`config.mk`:
```
export PLATFORM = sky130hd
export DESIGN_NAME = fifo_stream_reader
export DESIGN_NICKNAME = d
export VERILOG_FILES = /design/src/rtl/fifo_stream_reader.sv
export SDC_FILE = /design/constraint.sdc
export NUM_CORES = 1
export LEC_CHECK = 0
export ABC_AREA = 1
export BUFFER_PORTS_ARGS = -buffer_cell sky130_fd_sc_hd__buf_2
export CORE_ASPECT_RATIO = 1.25
export CORE_MARGIN = 1.5
export CORE_UTILIZATION = 60
export CTS_BUF_LIST = sky130_fd_sc_hd__clkbuf_16
export DETAILED_ROUTE_END_ITERATION = 10
export GPL_TIMING_DRIVEN = 1
export HOLD_SLACK_MARGIN = 0.05
export PLACE_DENSITY_LB_ADDON = 0.25
export SLEW_MARGIN = 0
export SYNTH_ARGS = -nofsm -noshare
export SYNTH_HDL_FRONTEND = slang
export SYNTH_SLANG_ARGS = --single-unit
```
`constraint.sdc`:
```
create_clock -name clk -period 2.94 [get_ports clk]
set_input_delay 0.147 -clock clk [delete_from_list [all_inputs] [get_ports clk]]
set_output_delay 0.147 -clock clk [all_outputs]
set_load 0.03 [all_outputs]
```
`src/rtl/fifo_stream_reader.sv`:
```
// Drains a registered-read FIFO into a valid/ready stream with burst framing; rd_en->m_valid latency 2 cycles.
// Backpressure: m_ready low holds m_data/m_last; reads stop once buffer plus in-flight word reach 3.
module fifo_stream_reader #(
  parameter int DATA_WIDTH = 16,
  parameter int BURST_LEN  = 4,
  parameter int BUF_DEPTH  = 3
) (
  input  logic                         clk,
  input  logic                         rst,
  input  logic                         fifo_empty,
  input  logic [DATA_WIDTH-1:0]        fifo_rd_data,
  output logic                         fifo_rd_en,
  output logic                         m_valid,
  input  logic                         m_ready,
  output logic [DATA_WIDTH-1:0]        m_data,
  output logic                         m_last,
  output logic [$clog2(BURST_LEN):0]   beat_cnt
);

  localparam int              CW        = $clog2(BURST_LEN) + 1;
  localparam logic [CW-1:0]   LAST_BEAT = CW'(BURST_LEN - 1);
  localparam logic [2:0]      SLOTS     = 3'(BUF_DEPTH);
  localparam logic [1:0]      LAST_IDX  = 2'(BUF_DEPTH - 1);

  logic [DATA_WIDTH-1:0] buf_q [BUF_DEPTH];
  logic [DATA_WIDTH-1:0] buf_d [BUF_DEPTH];
  logic [1:0]            wr_idx_q, wr_idx_d;
  logic [1:0]            rd_idx_q, rd_idx_d;
  logic [1:0]            occ_q, occ_d;
  logic                  pending_q, pending_d;
  logic [CW-1:0]         beat_cnt_q, beat_cnt_d;

  logic [2:0]            level;
  logic [DATA_WIDTH-1:0] head;
  logic                  push;
  logic                  pop;

  function automatic logic [1:0] idx_next(input logic [1:0] idx);
    return (idx == LAST_IDX) ? 2'd0 : idx + 2'd1;
  endfunction

  always_comb begin
    // Read issue only looks at registered state, so m_ready never reaches fifo_rd_en.
    level      = {1'b0, occ_q} + {2'b00, pending_q};
    fifo_rd_en = !rst && !fifo_empty && (level < SLOTS);

    head = '0;
    for (int i = 0; i < BUF_DEPTH; i++) begin
      if (rd_idx_q == 2'(i)) head = buf_q[i];
    end

    m_valid  = (occ_q != 2'd0);
    m_data   = head;
    m_last   = m_valid && (beat_cnt_q == LAST_BEAT);
    beat_cnt = beat_cnt_q;

    push = pending_q;
    pop  = m_valid && m_ready;
  end

  always_comb begin
    buf_d      = buf_q;
    wr_idx_d   = wr_idx_q;
    rd_idx_d   = rd_idx_q;
    occ_d      = occ_q;
    beat_cnt_d = beat_cnt_q;
    pending_d  = fifo_rd_en;

    if (push) begin
      for (int i = 0; i < BUF_DEPTH; i++) begin
        if (wr_idx_q == 2'(i)) buf_d[i] = fifo_rd_data;
      end
      wr_idx_d = idx_next(wr_idx_q);
    end

    if (pop) begin
      rd_idx_d   = idx_next(rd_idx_q);
      beat_cnt_d = (beat_cnt_q == LAST_BEAT) ? '0 : beat_cnt_q + 1'b1;
    end

    case ({push, pop})
      2'b10:   occ_d = occ_q + 2'd1;
      2'b01:   occ_d = occ_q - 2'd1;
      default: occ_d = occ_q;
    endcase
  end

  always_ff @(posedge clk) begin
    if (rst) begin
      for (int i = 0; i < BUF_DEPTH; i++) buf_q[i] <= '0;
      wr_idx_q   <= 2'd0;
      rd_idx_q   <= 2'd0;
      occ_q      <= 2'd0;
      pending_q  <= 1'b0;
      beat_cnt_q <= '0;
    end else begin
      for (int i = 0; i < BUF_DEPTH; i++) buf_q[i] <= buf_d[i];
      wr_idx_q   <= wr_idx_d;
      rd_idx_q   <= rd_idx_d;
      occ_q      <= occ_d;
      pending_q  <= pending_d;
      beat_cnt_q <= beat_cnt_d;
    end
  end

endmodule

```
==> results.py <==
metrics = {
    "die": {
        "die_x_um": 61.20,
        "start_util_pct": 62.46,
        "core-area_um2": 4066,
        "die-area_um2": 4635,
        "die_h_um": 75.75,
        "io_pins": 42,
        "num_rows": 26,
    },
    "logic_synthesis": {
        "syn_avg_cell_area_um2": 7.216,
        "synth-seq-cells": 58,
        "syn_inst": 352,
        "synthTopCellsByArea": "dfxtp_1 (46%), nand2_1 (12%), nor2_1 (11%)",
        "yosysUniqueCellTypes": 22,
        "syn_area_um2": 2540,
        "yosysSeqAreaShare_pct": 45.71,
        "synth_top_area_share_pct": 45.71,
        "synth_top_area_cell": "dfxtp_1",
        "yosys_warnings": 0,
        "syn-num-nets": 376,
    },
    "setup_path": {
        "crit_end": "m_data[0]",
        "r2r_slack_ns": 1.20,
        "crit_type": "reg -> out",
        "crit_arrival_ns": 1.84,
        "worstReg2RegEnd": "buf_q[15]",
        "end_kind": "output pin",
        "crit_required_ns": 2.79,
        "worstReg2RegStart": "wr_idx_q[0]",
        "crit_start": "rd_idx_q[1]",
        "ff2ff_path_depth": 5,
        "critPathMaxFanout": 16,
        "startpoint_type": "flop",
    },
    "cts": {
        "hold_buffers": 0,
        "cts_tree": "yes",
        "path_clk_slew_ns": 0.05,
        "postCtsSetupRepairBufs": 0,
        "cts_root_buffer": "clkbuf_16",
        "numClockSinks": 58,
        "cts_buffers": 9,
        "cts_buffer_depth": 2,
        "clock_latency_ns": 0.33,
        "cts_max_level": 3,
        "cts_resized": 0,
    },
    "layout": {
        "antenna_cells": 0,
        "areaGrowthSynthToFinish_pct": 16.45,
        "drive_gt1_share_pct": 16.33,
        "fin_nets": 411,
        "fillerInstances": 341,
        "final_cell_area_um2": 2958,
        "final_util_pct": 72.74,
    },
    "drt": {
        "ant_nets": 0,
        "vias": 2392,
        "wl_met3_um": 414,
        "drc": 0,
        "drt-pass1-iter-count": 4,
        "wire_per_inst_um": 13.58,
        "totalWireLength_um": 6082,
        "met2_length_um": 3032,
        "viasPerCell": 5.339,
        "top_layer": "met4",
        "drtIter0Drc": 154,
        "wl_met1_um": 2484,
    },
    "timing": {
        "worstMarginPinSlew_ns": 0.9278,
        "period_needed_ns": 1.987,
        "setup_violations": 0,
        "fin_skew_ns": 0.004350,
        "timing.final.ws_setup_ns": 0.9535,
        "maxSlewViolCount": 0,
        "period_share_pct": 67.57,
        "fmax_mhz": 503.4,
        "rsz0062_at_grt": "no",
        "finalSetupTns_ns": 0,
        "slew_headroom_pct": 38.08,
        "finalHoldViolCount": 0,
    },
    "grt": {
        "antenna_found_initial": 0,
        "grt_usage_pct": 28.37,
        "first_global_vias": 2152,
        "grt_pass1_wl_um": 9501,
        "grt_remaining_overflow": 0,
        "grt_max_degree": 38,
    },
    "run": {
        "cap_violations": 0,
    },
    "placement": {
        "dpl-instance-area_um2": 2704,
        "dp_hpwl_um": 3746,
        "place.gp.congestion": 0.7670,
        "io_buffer_count": 41,
        "pre_cts_ws_ns": 1.220,
    },
    "hold_path": {
        "hold_path_class": "in -> reg",
    },
    "pwr": {
        "power.leakage_uw": 0.001268,
        "ir_worst_vdd_mv": 0.5064,
        "power.density_nw_per_um2": 714.8,
    },
    "outcome": {
        "status": "finished, final reports clean",
    },
}
-- logic make-up after synthesis --
kind of cell             after synthesis  share of synthesized area [%]
flip-flops                            58                          45.71
AND/OR/NAND/NOR                      198                          33.64
AO/OA/AOI/OAI                         57                          11.43
buffers and inverters                 35                          7.240
adder cells (fa/ha/maj)                4                          1.971
-- where the power goes --
part           internal (µW)  switching [µW]  leakage (µW)  total, µW
logic                    105             253      0.000662        357
registers                831            38.1      0.000472        869
clock network            549             340      0.000134        888
-- area by class of cell --
| class | count | area (µm²) | area share, % |
|---|---|---|---|
| multi-input cells | 259 | 1195 | 40.40 |
| flip-flops and latches | 58 | 1161 | 39.26 |
| clock buffers | 9 | 225.2 | 7.614 |
| repair buffers | 42 | 212.7 | 7.191 |
| well taps | 56 | 70.07 | 2.369 |
| inverters | 17 | 65.06 | 2.200 |
| clock inverters | 7 | 28.78 | 0.9729 |
-- routing by layer --
metal	GRT usage [%]	vias up
li1	-	1224
met4	14.73	0
met5	0	-
met2	47.64	80
met1	31.91	1073
met3	8.659	15
-- metrics by stage --
step	cells	hold slack (ns)	total power [µW]
after floorplan	352	0.3102	1144
after global placement	432	0.4304	1228
after detailed placement	432	0.4354	1238
after CTS	448	0.09637	2116
after global routing	448	0.1182	2197
final	448	0.09638	2114
-- state kept, by name, summed over array words and instances (netlist names) --
| register | count |
|---|---|
| beat_cnt | 3 |
| buf_q | 48 |
| wr_idx_q | 2 |
| occ_q | 2 |
| rd_idx_q | 2 |
| pending_q | 1 |
-- cells in the mapped netlist --
library cell / count
a21boi_0: 2
inv_1: 12
clkinv_2: 1
nor2_2: 2
nor2_4: 1
buf_2: 3
ha_1: 4
buf_6: 5
clkbuf_2: 2
nand3_1: 17
nor3_1: 1
dfxtp_1: 58
a21oi_1: 19
nand3_2: 1
buf_4: 2
nand4_1: 17
o21ai_0: 36
clkbuf_1: 6
nand2_1: 80
nor2_1: 77
inv_2: 4
nand3_4: 2
-- placed cells by master, fill, tap and decap left out --
cell type and instances:
o21ai_0 36, ha_1 4, a21oi_1 19, clkinv_2 3
buf_2 41, nand3_4 2, nor2_4 1, nand3_2 1
clkinv_1 3, nand3_1 17, inv_2 4, buf_4 1
clkbuf_16 9, nor2_2 2, nand4_1 17, nand2_1 80
nor3_1 1, nor2_1 77, inv_1 14, a21boi_0 2
dfxtp_1 58
-- worst min path at each step --
stage | start | endpoint | slack [ns] | cells past startpoint
final | fifo_empty | pending_q | 0.1 | 3
after global routing | fifo_rd_data[7] | buf_q[7] | 0.12 | 3
after CTS | fifo_rd_data[8] | buf_q[40] | 0.1 | 3
after detailed placement | fifo_rd_data[8] | buf_q[40] | 0.44 | 3
after global placement | fifo_empty | pending_q | 0.43 | 3
after floorplan | fifo_rd_data[0] | buf_q[0] | 0.31 | 2
-- worst max-delay path: stages (launching register included) --
cell and delay [ns]:
dfxtp_1 0.43, inv_1 0.08, nor2_2 0.57, nand2_1 0.14
nand3_1 0.10, buf_2 0.19
Note: power is estimated with default switching activity, not from simulation.
